## src/rtl/cms_pkg.sv

```systemverilog
// Shared definitions for the trace stream receiver: the WFI opcode that halts
// capture, the receiver FSM state type and the default PC width.
package cms_pkg;

    localparam int          DEFAULT_XLEN    = 64;
    localparam logic [31:0] WFI_INSTRUCTION = 32'h1050_0073;

    typedef enum logic [1:0] {
        IDLE   = 2'd0,
        IN_PKT = 2'd1,
        HALTED = 2'd2
    } rx_state_t;

endpackage

```

## src/rtl/trace_fifo.sv

```systemverilog
// Synchronous show-ahead FIFO: the head entry is visible on dout whenever the
// FIFO is not empty, and a pop simply advances to the next entry.
module trace_fifo #(
    parameter int WIDTH = 97,
    parameter int DEPTH = 8
) (
    input  logic             clk,
    input  logic             rst_n,
    input  logic             push,
    input  logic [WIDTH-1:0] din,
    input  logic             pop,
    output logic [WIDTH-1:0] dout,
    output logic             empty,
    output logic             full
);

    localparam int AW = $clog2(DEPTH);
    localparam int CW = AW + 1;

    logic [WIDTH-1:0] mem [DEPTH];
    logic [AW-1:0]    wr_ptr;
    logic [AW-1:0]    rd_ptr;
    logic [CW-1:0]    count;
    logic             do_push;
    logic             do_pop;

    assign empty   = (count == '0);
    assign full    = (count == CW'(DEPTH));
    assign do_push = push && !full;
    assign do_pop  = pop && !empty;

    // An empty FIFO presents zeros, so stale storage never leaks to the output.
    assign dout = empty ? '0 : mem[rd_ptr];

    // Storage write.
    // NOTE: the storage array is deliberately not reset; the count and the empty
    // gating on dout make its contents irrelevant until written, and leaving it
    // unreset lets it map onto plain RAM.
    always_ff @(posedge clk) begin
        if (do_push) begin
            mem[wr_ptr] <= din;
        end
    end

    // Pointers and occupancy; pointers are AW bits wide and wrap naturally.
    // NOTE: sequential state uses non-blocking assignments so every flop samples
    // the pre-edge values, independent of statement order.
    always_ff @(posedge clk or negedge rst_n) begin
        if (!rst_n) begin
            wr_ptr <= '0;
            rd_ptr <= '0;
            count  <= '0;
        end else begin
            if (do_push) begin
                wr_ptr <= wr_ptr + 1'b1;
            end
            if (do_pop) begin
                rd_ptr <= rd_ptr + 1'b1;
            end
            case ({do_push, do_pop})
                2'b10:   count <= count + 1'b1;
                2'b01:   count <= count - 1'b1;
                default: count <= count;
            endcase
        end
    end

endmodule

```

## src/rtl/trace_stream_receiver.sv

```systemverilog
// Receives {pc, instr} trace beats over an AXI-Stream style port, buffers them
// for a consumer, tracks packet statistics and halts capture after a WFI beat
// that closes a packet.
module trace_stream_receiver
    import cms_pkg::*;
#(
    parameter int XLEN           = DEFAULT_XLEN,
    parameter int AXI_DATA_WIDTH = XLEN + 32,
    parameter int FIFO_DEPTH     = 8
) (
    input  logic                      clk,
    input  logic                      rst_n,
    input  logic                      en,
    input  logic                      S_AXIS_tvalid,
    output logic                      S_AXIS_tready,
    input  logic [AXI_DATA_WIDTH-1:0] S_AXIS_tdata,
    input  logic                      S_AXIS_tlast,
    input  logic [31:0]               tlast_interval,
    output logic                      out_valid,
    input  logic                      out_ready,
    output logic [XLEN-1:0]           out_pc,
    output logic [31:0]               out_instr,
    output logic                      out_last,
    output logic [31:0]               pkt_count,
    output logic [31:0]               last_pkt_len,
    output logic                      overlength_err,
    output logic                      wfi_seen,
    output logic                      halted,
    input  logic                      clr
);

    localparam int FW = XLEN + 32 + 1;

    rx_state_t      state_q;
    rx_state_t      state_d;
    logic [31:0]    beat_cnt;
    logic [31:0]    pkt_count_q;
    logic           fifo_empty;
    logic           fifo_full;
    logic [FW-1:0]  fifo_dout;
    logic           accept;
    logic           is_wfi;
    logic           ovl_set;

    // rst_n gates tready so the port refuses beats for the whole reset interval,
    // not just after the first clock.
    assign S_AXIS_tready = rst_n && en && !fifo_full && (state_q != HALTED);
    assign accept        = S_AXIS_tvalid && S_AXIS_tready;
    assign is_wfi        = (S_AXIS_tdata[31:0] == WFI_INSTRUCTION);
    assign ovl_set       = accept && !S_AXIS_tlast && (tlast_interval != 32'd0) &&
                           ({1'b0, beat_cnt} + 33'd1 >= {1'b0, tlast_interval});

    assign out_valid = !fifo_empty;
    assign {out_last, out_pc, out_instr} = fifo_dout;
    assign pkt_count = pkt_count_q;
    assign halted    = (state_q == HALTED);

    trace_fifo #(
        .WIDTH (FW),
        .DEPTH (FIFO_DEPTH)
    ) u_fifo (
        .clk   (clk),
        .rst_n (rst_n),
        .push  (accept),
        .din   ({S_AXIS_tlast, S_AXIS_tdata[XLEN+31:0]}),
        .pop   (out_ready),
        .dout  (fifo_dout),
        .empty (fifo_empty),
        .full  (fifo_full)
    );

    // FSM state register.
    always_ff @(posedge clk or negedge rst_n) begin
        if (!rst_n) begin
            state_q <= IDLE;
        end else begin
            state_q <= state_d;
        end
    end

    // FSM next-state: packet framing, WFI halt and clear-to-resume.
    // NOTE: state_d gets a default before the case so no path leaves it
    // unassigned, which would otherwise infer a latch.
    always_comb begin
        state_d = state_q;
        case (state_q)
            IDLE: begin
                if (accept) begin
                    if (S_AXIS_tlast && is_wfi) begin
                        state_d = HALTED;
                    end else if (!S_AXIS_tlast) begin
                        state_d = IN_PKT;
                    end
                end
            end
            IN_PKT: begin
                if (accept && S_AXIS_tlast) begin
                    state_d = is_wfi ? HALTED : IDLE;
                end
            end
            HALTED: begin
                if (clr) begin
                    state_d = IDLE;
                end
            end
            default: state_d = IDLE;
        endcase
    end

    // Packet statistics: running beat count, completed packets, last length.
    always_ff @(posedge clk or negedge rst_n) begin
        if (!rst_n) begin
            beat_cnt     <= '0;
            pkt_count_q  <= '0;
            last_pkt_len <= '0;
        end else if (accept) begin
            if (S_AXIS_tlast) begin
                last_pkt_len <= beat_cnt + 32'd1;
                beat_cnt     <= '0;
                pkt_count_q  <= pkt_count_q + 32'd1;
            end else begin
                beat_cnt <= beat_cnt + 32'd1;
            end
        end
    end

    // Sticky status flags; a set event in the same cycle as clr takes priority.
    always_ff @(posedge clk or negedge rst_n) begin
        if (!rst_n) begin
            overlength_err <= 1'b0;
            wfi_seen       <= 1'b0;
        end else begin
            if (ovl_set) begin
                overlength_err <= 1'b1;
            end else if (clr) begin
                overlength_err <= 1'b0;
            end
            if (accept && is_wfi) begin
                wfi_seen <= 1'b1;
            end else if (clr) begin
                wfi_seen <= 1'b0;
            end
        end
    end

endmodule

```

## config.mk

```make
export PLATFORM = sky130hd
export DESIGN_NAME = trace_stream_receiver
export DESIGN_NICKNAME = d
export VERILOG_FILES = /design/src/rtl/cms_pkg.sv /design/src/rtl/trace_fifo.sv /design/src/rtl/trace_stream_receiver.sv
export SDC_FILE = /design/constraint.sdc
export NUM_CORES = 1
export LEC_CHECK = 0
export CORE_MARGIN = 10
export CORE_UTILIZATION = 52
export CTS_CLUSTER_DIAMETER = 200
export DETAILED_ROUTE_END_ITERATION = 10
export PLACE_DENSITY_LB_ADDON = 0.08
export SYNTH_ARGS = -nofsm -noshare
export SYNTH_HDL_FRONTEND = slang
export SYNTH_SLANG_ARGS = --single-unit
export TNS_END_PERCENT = 30
```

## constraint.sdc

```tcl
create_clock -name clk -period 11.7 [get_ports clk]
set_clock_uncertainty 0.2 [all_clocks]
set_input_delay 2.34 -clock clk [delete_from_list [all_inputs] [get_ports clk]]
set_output_delay 2.34 -clock clk [all_outputs]
set_load 0.01 [all_outputs]
```

# [Word level (Yosys, flattened, before mapping)]
# Memories as Yosys holds them, arrays and structs flattened.
# Index checks and enable logic that the tools add are counted.
[totals] register_bits=110 mem_bits_rw=776 wordCells=67 n_memories=1
[op_classes] addsub=7 order_cmp=1 eq_ne=11 n_mux=15 reduce_logical=23
[memory_table] name="u_fifo.mem" depth=8 width=97 rd=1 rd_ports_with_merged_regs=0 wr=1 line_no="trace_fifo.sv:20" text="logic [WIDTH-1:0] mem [DEPTH];"
[ops] op="97-bit 2-to-1 mux" count=1
[ops] op="32-bit by 1-bit adder with 32-bit output (second input constant)" count=2
[ops] op="32-bit by 1-bit adder with 33-bit output (second input constant)" count=1
[ops] op="33-bit by 32-bit greater-or-equal comparator with 1-bit output" count=1
[ops] op="32-bit by 29-bit equality test with 1-bit output (second input constant)" count=1
[ops] op="32-bit 2-to-1 mux" count=1
[ops] op="32-bit nonzero test" count=1
[ops] op="1-bit logical AND" count=12
[ops] op="2-bit 2-to-1 mux" count=6
[ops] op="4-bit one-hot mux with 2 select lines" count=1
[ops] op="3-bit by 1-bit adder with 3-bit output (second input constant)" count=2
[ops] op="2-bit != test (second input constant)" count=3
[ops] op="2-bit one-hot mux with 3 select lines" count=1
[ops] op="2-bit nonzero test" count=3
[ops] op="1-bit 2-to-1 mux" count=5
[ops] op="4-bit by 1-bit adder with 4-bit output (second input constant)" count=1
[ops] op="2-bit by 1-bit equality test with 1-bit output (second input constant)" count=2
[ops] op="2-bit equality test (second input constant)" count=2
[ops] op="4-bit equality test (second input constant)" count=1
[ops] op="4-bit logical NOT" count=1
[ops] op="4-bit AND reduction" count=1
[ops] op="4-bit by 1-bit subtractor with 4-bit output (second input constant)" count=1
[ops] op="1-bit logical NOT" count=3
[ops] op="3-bit != test (second input constant)" count=1
[ops] op="other kinds (3)" count=3

# [Depth between registers and ports, before layout]
# Gate-level depths: netlist (run 1).
[logic_depth] word_depth=9 ltp_mapped=14 depth_no_buf=11

# [By module]
# From an unflattened synthesis (run 1), not the netlist that was laid out.
[unflattened] cells_unflattened=1891 hier_area_um2=35795.6
[by_module_without_submodules] module="trace_fifo" instances=1 cells_per_inst=1290 area_per_inst_um2=30022.5
[by_module_without_submodules] module="trace_stream_receiver" instances=1 cells_per_inst=601 area_per_inst_um2=5773.0

# [Least setup slack after synthesis (run 1)]
# No wires, ideal clock.
[synth_path] kind="in2reg" start="input rst_n" end="memory u_fifo.mem[0][0] (enable)" arrival_time_ps=12350 t_required_ps=10710 setup_slack_ps=-1640 path_stages=7 cell_sequence="and2_0 > and4_1 > buf_2 > inv_2 > buf_4 > buf_2 > nor4_1"
[synth_via] elab_chain_len=7
[synth_rtl] item="from (decl)" line_no="trace_stream_receiver.sv:12" text="input logic rst_n,"
[synth_rtl] item="1-bit logical AND (3 in a row)" line_no="trace_stream_receiver.sv:47" text="assign S_AXIS_tready = rst_n && en && !fifo_full && (state_q != HALTED);"
[synth_rtl] item="1-bit logical AND" line_no="trace_stream_receiver.sv:48" text="assign accept = S_AXIS_tvalid && S_AXIS_tready;"
[synth_rtl] item="1-bit logical AND" line_no="trace_fifo.sv:29" text="assign do_push = push && !full;"
[synth_rtl] item="1-bit 2-to-1 mux" line_no="trace_fifo.sv:40" text="if (do_push) begin"
[synth_rtl] item="1-bit 2-to-1 mux (implied by the code)" line_no="trace_fifo.sv:41" text="mem[wr_ptr] <= din;"
[synth_rtl] item="to (decl)" line_no="trace_fifo.sv:20"
# No other way between the ends.

# [Worst setup path in the final report (run 1)]
[layout_path] start="register u_fifo.rd_ptr[1]" end="output out_pc[20]"
[layout_via] elab_chain_len=2
[layout_rtl] item="from (decl)" line_no="trace_fifo.sv:22" text="logic [AW-1:0] rd_ptr;"
[layout_rtl] item="from (signal assigned)" line_no="trace_fifo.sv:58" text="rd_ptr <= rd_ptr + 1'b1;"
[layout_rtl] item="memory read 8 x 97 bit"
[layout_rtl] item="97-bit 2-to-1 mux" line_no="trace_fifo.sv:33" text="assign dout = empty ? '0 : mem[rd_ptr];"
[layout_rtl] item="to (decl)" line_no="trace_stream_receiver.sv:21" text="output logic [XLEN-1:0] out_pc,"
# No other way between the ends.

==> results.md, run 1 <==
Run status:
- The flow ran to the end, and the final reports show no timing, DRC or antenna violations.

Global route:
- The via count of the first global-routing pass is 19,530.
- For met2 alone, demand over resource in global routing was 0.3380.
- The global-route wire length before repair is 120,300 um.
- For met1 alone, demand over resource in global routing was 0.2624.
- The largest net degree at the start of global routing is 113.
- In this run the most used layer during global routing was met2.
- The met3 routing resource usage after global routing is 0.04049.
- The initial antenna violation count is 8.
- The global routing usage summed across all routing layers is 0.1997.
- The total overflow left after global routing is 0.

Critical path:
- The number of cells on the worst reg-to-reg path is 6.
- In this run the worst path has a maximum fanout of 67.
- The critical path capture point type is a primary output.
- At the worst endpoint, the required time is 9.16 ns.
- The signal on the critical path passes through buf_4 > buf_4 > mux4_2 > mux2i_1 > nor2_1 > clkdlybuf4s50_1.
- The data arrival time of the critical path is 4.43 ns.
- The delay of the slowest critical-path stage is 0.88 ns.
- By startpoint and endpoint, the worst setup path is classified as flip-flop to primary output.
- The most numerous cell on the critical path is sky130_fd_sc_hd__buf_4.
- The cell type of the slowest stage on the worst timing path is sky130_fd_sc_hd__buf_4.
- The kind of launch point of the worst setup path is a flip-flop.

Placed design:
- The count of buffers added on input and output ports is 300.
- In this run, placement finished with an instance count of 3,024.
- The wire-length estimate of the detail-placed layout is 46,350 um.
- Timing analysis after detailed placement gives a worst setup slack of 4.833 ns.
- At the end of routability-driven placement, the weighted congestion stood at 0.7992.

Logic synthesis:
- After synthesis the cells add up to 35,710 um^2.
- The synthesized design contains 886 register bits.
- For this run, the register share of the synthesized area comes to 0.7296.
- The area share of the largest cell type after synthesis is 0.6525.
- The distinct cell type count of the synthesized netlist is 57.
- Yosys instantiated no cell more often than sky130_fd_sc_hd__edfxtp_1.
- The cell type contributing the most total cell area after synthesis is sky130_fd_sc_hd__edfxtp_1.
- The synthesized design contains 776 enable-type register cells.
- Ranked by instance count, the synthesized netlist is headed by sky130_fd_sc_hd__edfxtp_1, sky130_fd_sc_hd__mux4_2, sky130_fd_sc_hd__nor2_1.
- The primary flip-flop cell chosen by synthesis mapping is sky130_fd_sc_hd__edfxtp_1.
- The net count of the mapped netlist is 2,081.
- The fraction of registers with async set/reset is 0.1242.
- Ranked by total cell area, the synthesized netlist is headed by sky130_fd_sc_hd__edfxtp_1, sky130_fd_sc_hd__mux4_2, sky130_fd_sc_hd__dfrtp_1.
- Counting every instance in the synthesized netlist gives 1,906.
- The average cell area after synthesis is 18.74 um^2.
- The Yosys step of the flow raised 0 warnings.

CTS:
- The H-tree was split into 3 levels.
- The clock network latency to the later pin of the worst-skew pair is 0.63 ns.
- Counting along the longest clock path gives a buffer depth of 3.
- The number of clock buffers added by TritonCTS is 91.
- The post-CTS setup repair buffer count is 0.
- The hold buffer count at cts is 0.
- The number of gates resized after CTS was 0.
- After clock tree synthesis, the clock-pin slew on the worst setup and hold paths is 0.06 ns.
- TritonCTS built the clock tree.
- The clock tree root driver cell is sky130_fd_sc_hd__clkbuf_16.
- Clock tree synthesis found a total of 886 sinks.

Timing:
- The number of max-slew violations in the final report came to 0.
- In the post-route analysis, the smallest setup slack over all paths is 4.733 ns.
- The setup violation total in the final timing report is 0.
- Based on the critical path, the design can be clocked at up to 143.5 MHz.
- In the final timing run, aggregate negative setup slack is 0 ns.
- At the pin with the least slew margin, the transition time is 1.127 ns.
- The final hold slack is 0.2719 ns.
- The clock period could shrink to 6.967 ns.
- The hold violation count in the final report was 0.
- The worst slew margin relative to its limit is 0.2485.
- The final clock period utilization by the worst path is 0.5955.
- Setup repair after global routing left no endpoint under its margin.

Layout:
- The relative area change from synthesis to final layout is 19.48%.
- The utilization of the core after routing is 0.6243.
- 0 antenna diodes ended up in the layout.
- The final layout net count is 2,410.
- The count of non-filler cells in the finished layout is 3,188.
- Of the cells placed in the final design, the portion with a size suffix greater than 1 is 0.1687.

Floorplanning:
- The chip height is 282.1 um.
- The floorplan has 96 rows.
- The total core area is 68,350 um^2.
- The area of the die is 79,560 um^2.
- The die is 282.1 um wide.
- 301 I/O pins were placed.
- The starting density of the core is 0.5225.

Power and ir drop:
- For this design the total switching power over the nets is 2617 uW.
- The peak supply drop is 167.5 uV.
- Of the total power, combinational logic draws 0.292.
- The relative contribution of the clock network to total power is 0.304.
- The internal power consumption is 6658 uW.
- The share of total power dissipated in sequential elements is 0.404.
- Summed over all cells, the static leakage comes to 0.01481 uW.
- Of the total power, the share spent switching nets is 0.2821.
- Power spread over the standard cell area amounts to 217.4 nW/um^2.

Route:
- The number of nets with antenna violations after detailed routing is 0.
- The first detailed-routing pass took 5 iterations.
- In this run, the number of DRC markers left after iteration 0 of detailed routing was 1,259.
- The routed via count divided by cell count is 5.788.
- After detailed routing, the total wire length is 78,980 um.
- After detailed routing, the number of remaining DRC violations is 0.
- In the final routed layout, each cell accounts on average for 24.77 um.
- The via count is 18,450.

Flow run:
- The number of violations of the max-capacitance limit is 0.

Hold path:
- The worst hold path belongs to the class flip-flop to flip-flop.
- The number of cells on the worst hold path is 1.
==> state kept, by name, summed over array words and instances (netlist names) <==
register and cells:
u_fifo.mem 776, beat_cnt 32, last_pkt_len 32, pkt_count 32, u_fifo.count 4, u_fifo.rd_ptr 3
u_fifo.wr_ptr 3, state_q 2, overlength_err 1, wfi_seen 1
==> final cells by class <==
class                      instances  area (um^2)
sequential                       886        26070
fill                            4815        25680
multi-input combinational        872         9126
timing repair buffer             331         3246
clock buffer                     116         2434
tap                              882         1104
clock inverter                    48        495.5
inverter                          53        198.9
==> metrics by stage <==
| step | total power (uW) | instance area [um^2] |
|---|---|---|
| 2_1_floorplan | 5385 | 35720 |
| 3_3_place_gp | 6573 | 39740 |
| 3_5_place_dp | 6594 | 39740 |
| 4_1_cts | 9431 | 42670 |
| 5_1_grt | 9724 | 42670 |
| 6_report | 9274 | 42670 |
==> path summary, 6_finish.rpt <==
check	from	end	slack, ns
max	u_fifo.rd_ptr[1]	out_pc[20]	4.73
min	state_q[1]	state_q[0]	0.27
max reg2reg	u_fifo.count[0]	u_fifo.mem[7][17]	7.48
min reg2reg	state_q[1]	state_q[0]	0.27
max in group asynchronous	rst_n	u_fifo.rd_ptr[0]	8.40
min in group asynchronous	rst_n	pkt_count[22]	1.57
==> logic make-up (layout without fill, tap and decap cells) <==
family                     Yosys count  in the layout  synth area share
AOI/OAI and AO/OA                  107            107           0.01892
xor gates and xnor gates            69             69           0.01692
buffers and inverters              148            548           0.01664
muxes                              312            312            0.1561
DFF                                886            886            0.7296
adders and majority gates           40             40           0.01422
and+or+nand+nor                    344            344           0.04758
==> critical path: cells and delay by family, from the launching register on <==
kind                   cells  cell delay (ns)
multiplexers               2             0.40
buffers and inverters      3             2.17
AND/OR/NAND/NOR            1             0.23
flip-flops                 1             0.87
==> power groups by stage <==
stage	clock, uW	combinational [uW]	sequential, uW
final	2820	2700	3750
after global routing	3020	2930	3770
after CTS	2890	2790	3760
after detailed placement	0	2770	3820
after global placement	0	2760	3810
after floorplan	0	1670	3720
==> cells in the final DEF, fill, tap and decap left out, types with 31 or more instances in the layout <==
master and count:
sky130_fd_sc_hd__o21ai_0 38, sky130_fd_sc_hd__clkbuf_16 93, sky130_fd_sc_hd__mux4_2 194, sky130_fd_sc_hd__nand2_1 72, sky130_fd_sc_hd__edfxtp_1 776, sky130_fd_sc_hd__buf_4 31
sky130_fd_sc_hd__mux2i_1 98, sky130_fd_sc_hd__clkdlybuf4s50_1 299, sky130_fd_sc_hd__dfrtp_1 107, sky130_fd_sc_hd__inv_1 52, sky130_fd_sc_hd__nor2_1 130, sky130_fd_sc_hd__xnor2_1 45
sky130_fd_sc_hd__ha_1 39
==> metal layers <==
| metal | part of all wire | up-vias | wire length, um |
|---|---|---|---|
| met1 | 0.41 | 9595 | 32740 |
| met3 | 0.054 | 133 | 4288 |
| met4 | 0.022 | 16 | 1770 |
| li1 | - | 8254 | - |
| met2 | 0.51 | 453 | 40090 |
| met5 | 0.0011 | - | 86 |
No activity file was read; power rests on OpenSTA's default activity.
==> run 2, diff against run 1 <==
clock period = 6.3 ns   (was 11.7 ns; I/O delays follow)
==> run 2 against run 1 <==
Effect of this change: cell area is 0.80% higher; largest cell class unchanged; clock-buffer cell count is 7 lower; flip-flop and latch count stayed put; critical path depth is 1 lower; clock power is 89% higher; register-to-register slack worse by 5.1 ns; total power is 88% higher.
==> results.md, run 2 (synthesized netlist as in run 1, its figures left out) <==
Route:
- Wires add up to 80,400 um.
- The detailed router finished its first iteration with 1,468 violations.
- After detailed routing, the number of remaining DRC violations is 0.
- In this run the remaining antenna-violating nets after routing total 0.
- Dividing the detail-routed wire length by the instance count gives 25.08 um.
- Dividing the detail-routed via count by the number of cells gives 5.821.
- The via count is 18,660.
- The first detailed-routing pass took 5 iterations.

Critical path:
- The data arrival time of the critical path is 3.48 ns.
- The worst path buffer plus inverter count is 2.
- In this design, the stage delay of the slowest critical-path cell is 1.02 ns.
- The signal on the critical path passes through buf_12 > mux4_2 > mux2i_1 > nor2_1 > clkdlybuf4s50_1.
- The cell type of the slowest stage on the worst timing path is sky130_fd_sc_hd__dfrtp_4.
- The biggest fanout along the worst timing path is 46.
- The required arrival time at the worst endpoint is 4.84 ns.
- The cell family contributing the most delay on the critical path is flip-flops.
- The kind of critical path is flip-flop to primary output.
- The kind of launch point of the worst setup path is a flip-flop.
- The critical path capture point type is a primary output.

Floorplanning:
- The starting density of the core is 0.5225.
- The total area inside the core boundary comes to 68,350 um^2.
- The chip height is 282.1 um.
- The die is 282.1 um wide.
- In this run the core area contains 96 standard-cell rows.
- The area of the die is 79,560 um^2.
- During I/O placement, the number of pins put on the boundary was 301.

Flow run:
- Across the run, the number of max-cap violations was 0.

Run status:
- The flow ran to the end, and the final reports show no timing, DRC or antenna violations.

Placed design:
- In this run the cell area measured after placement is 40,020 um^2.
- The estimated wirelength of the detail-placed design is 47,650 um.
- During placement, the flow inserted port buffers numbering 300.
- Routability-driven placement finished with a final weighted congestion of 0.7992.

Timing:
- The hold violation count in the final report came to 0.
- The aggregate negative setup slack is 0 ns.
- For the finished layout, the period the worst path requires is 4.941 ns.
- For this run, the top clock speed supported by timing is 202.4 MHz.
- Measured against its own limit, the worst slew margin works out to 0.1801.
- At the pin with the least slew margin, the transition time is 1.229 ns.
- Of the available clock period, the critical path in the final layout requires 0.7842.
- The number of max-slew violations in the final report is 0.
- Setup repair after global routing left no endpoint under its margin.
- On the final layout, the worst hold slack is 0.2741 ns.
- Setup violations remaining at the end of the flow were counted as 0.

Global route:
- The remaining global-route overflow is 0.
- Entering global routing, the biggest net connects 89 pins.
- The via count of the first global-routing pass came to 19,900.
- After global routing, the most crowded layer is met2.
- The met2 capacity usage during global routing is 0.3419.
- Across every metal layer, demand over resource in global routing totals 0.2035.
- The first global-routing pass estimated 122,500 um of wire.
- The global-route track usage on met1 is 0.2668.
- The initial antenna violation count is 9.
- For met3 alone, demand over resource in global routing was 0.04429.

Layout:
- The area used by sequential logic in the layout is 26,070 um^2.
- The final layout contains 2,421 nets.
- The register ranked first by flip-flop count is u_fifo.mem.
- Relative to the synthesized area, the layout overhead comes to 20.44%.
- The fraction of final layout cells sized beyond drive strength 1 is 0.1754.
- The area taken by multi-input logic gates is 9151 um^2.
- The number of fill cells is 4,804.
- The register with the most flip-flops in the layout has 776 of them.
- The top cell types in the final layout, fill and taps aside, are sky130_fd_sc_hd__edfxtp_1, sky130_fd_sc_hd__clkdlybuf4s50_1, sky130_fd_sc_hd__mux4_2.
- The library cell used most frequently in the layout, excluding fill and tap cells, is sky130_fd_sc_hd__edfxtp_1.
- The area of all placed cells without fillers is 43,010 um^2.

CTS:
- TritonCTS built the clock tree.
- The number of sinks driven by the clock tree is 886.
- The number of gates resized after cts is 0.
- The clock network latency to the later pin of the worst-skew pair is 0.64 ns.
- The clock tree root driver cell is sky130_fd_sc_hd__clkbuf_16.
- The hold buffer count at cts is 0.
- The TritonCTS buffer count is 92.
- The number of levels the H-tree was split into is 3.
- The post-CTS setup repair buffer count is 0.
- The CTS clock-pin slew for the worst setup and hold paths is 0.06 ns.
- The number of buffers on the longest clock path is 3.

Power and ir drop:
- Dividing total power by cell area gives a power density of 404.9 nW/um^2.
- Of the total power, the clock network draws 0.306.
- The switching power is 4966 uW.
- The internal power consumption is 12,450 uW.
- The leakage power summed over all cells is 0.01496 uW.
- Of the total power, the share spent switching nets is 0.2852.
- Of the total power, combinational logic draws 0.291.
- The share of total power dissipated in sequential elements is 0.403.
- The peak supply drop is 410.4 uV.

Hold path:
- The path class of the lowest-slack min-delay path is flip-flop to flip-flop.
-- run 2: cell count changes in the layout (fill, tap and decap cells not counted), moves of 4 or more --
cell / before / now
sky130_fd_sc_hd__nor3_2: 4 / 0
sky130_fd_sc_hd__clkinv_1: 20 / 27
sky130_fd_sc_hd__buf_4: 31 / 27
sky130_fd_sc_hd__clkbuf_1: 21 / 11
sky130_fd_sc_hd__nor3_4: 0 / 4
sky130_fd_sc_hd__buf_12: 1 / 15
-- run 2: final timing paths --
| path | slack, ns | start | cells after the start | end |
|---|---|---|---|---|
| setup / recovery | 1.36 | u_fifo.rd_ptr[0] | 5 | out_pc[0] |
| hold / removal | 0.27 | state_q[1] | 1 | state_q[0] |
| setup reg to reg | 2.37 | beat_cnt[0] | 11 | overlength_err |
| hold reg to reg | 0.27 | state_q[1] | 1 | state_q[0] |
| max in group asynchronous | 3.89 | rst_n | 3 | u_fifo.rd_ptr[1] |
| min in group asynchronous | 0.57 | rst_n | 2 | pkt_count[12] |
-- run 2: metal layers --
| metal | part of all wire | vias to the layer above | wire [um] |
|---|---|---|---|
| li1 | - | 8297 | - |
| met3 | 0.058 | 123 | 4629 |
| met2 | 0.51 | 493 | 40690 |
| met1 | 0.41 | 9738 | 33160 |
| met5 | 0.00096 | - | 77 |
| met4 | 0.023 | 12 | 1845 |
-- run 2: final cells by class --
| cell class | count | area share |
|---|---|---|
| clock inverter | 60 | 0.01277 |
| clock buffer | 109 | 0.05667 |
| sequential | 886 | 0.6060 |
| timing repair buffer | 341 | 0.08128 |
| inverter | 53 | 0.004625 |
| multi-input combinational | 872 | 0.2128 |
| antenna | 3 | 0.0001745 |
| tap | 882 | 0.02566 |
-- run 2: power by group through the flow --
stage	clock (uW)	sequential [uW]	combinational [uW]
4_1_cts	5430	7040	5200
3_3_place_gp	0	7150	5160
2_1_floorplan	0	6900	3100
3_5_place_dp	0	7160	5180
6_report	5320	7030	5070
5_1_grt	5670	7070	5460
-- run 2: metrics by stage --
stage / power, uW / setup WS [ns] / std cells / utilization
after floorplan: 9994 / -0.4512 / 1906 / -
after global placement: 12310 / 1.573 / 3034 / 0.5855
after detailed placement: 12330 / 1.531 / 3034 / 0.5855
after CTS: 17670 / 1.221 / 3203 / 0.6292
after global routing: 18200 / 1.075 / 3205 / 0.6293
final: 17420 / 1.359 / 3206 / 0.6293
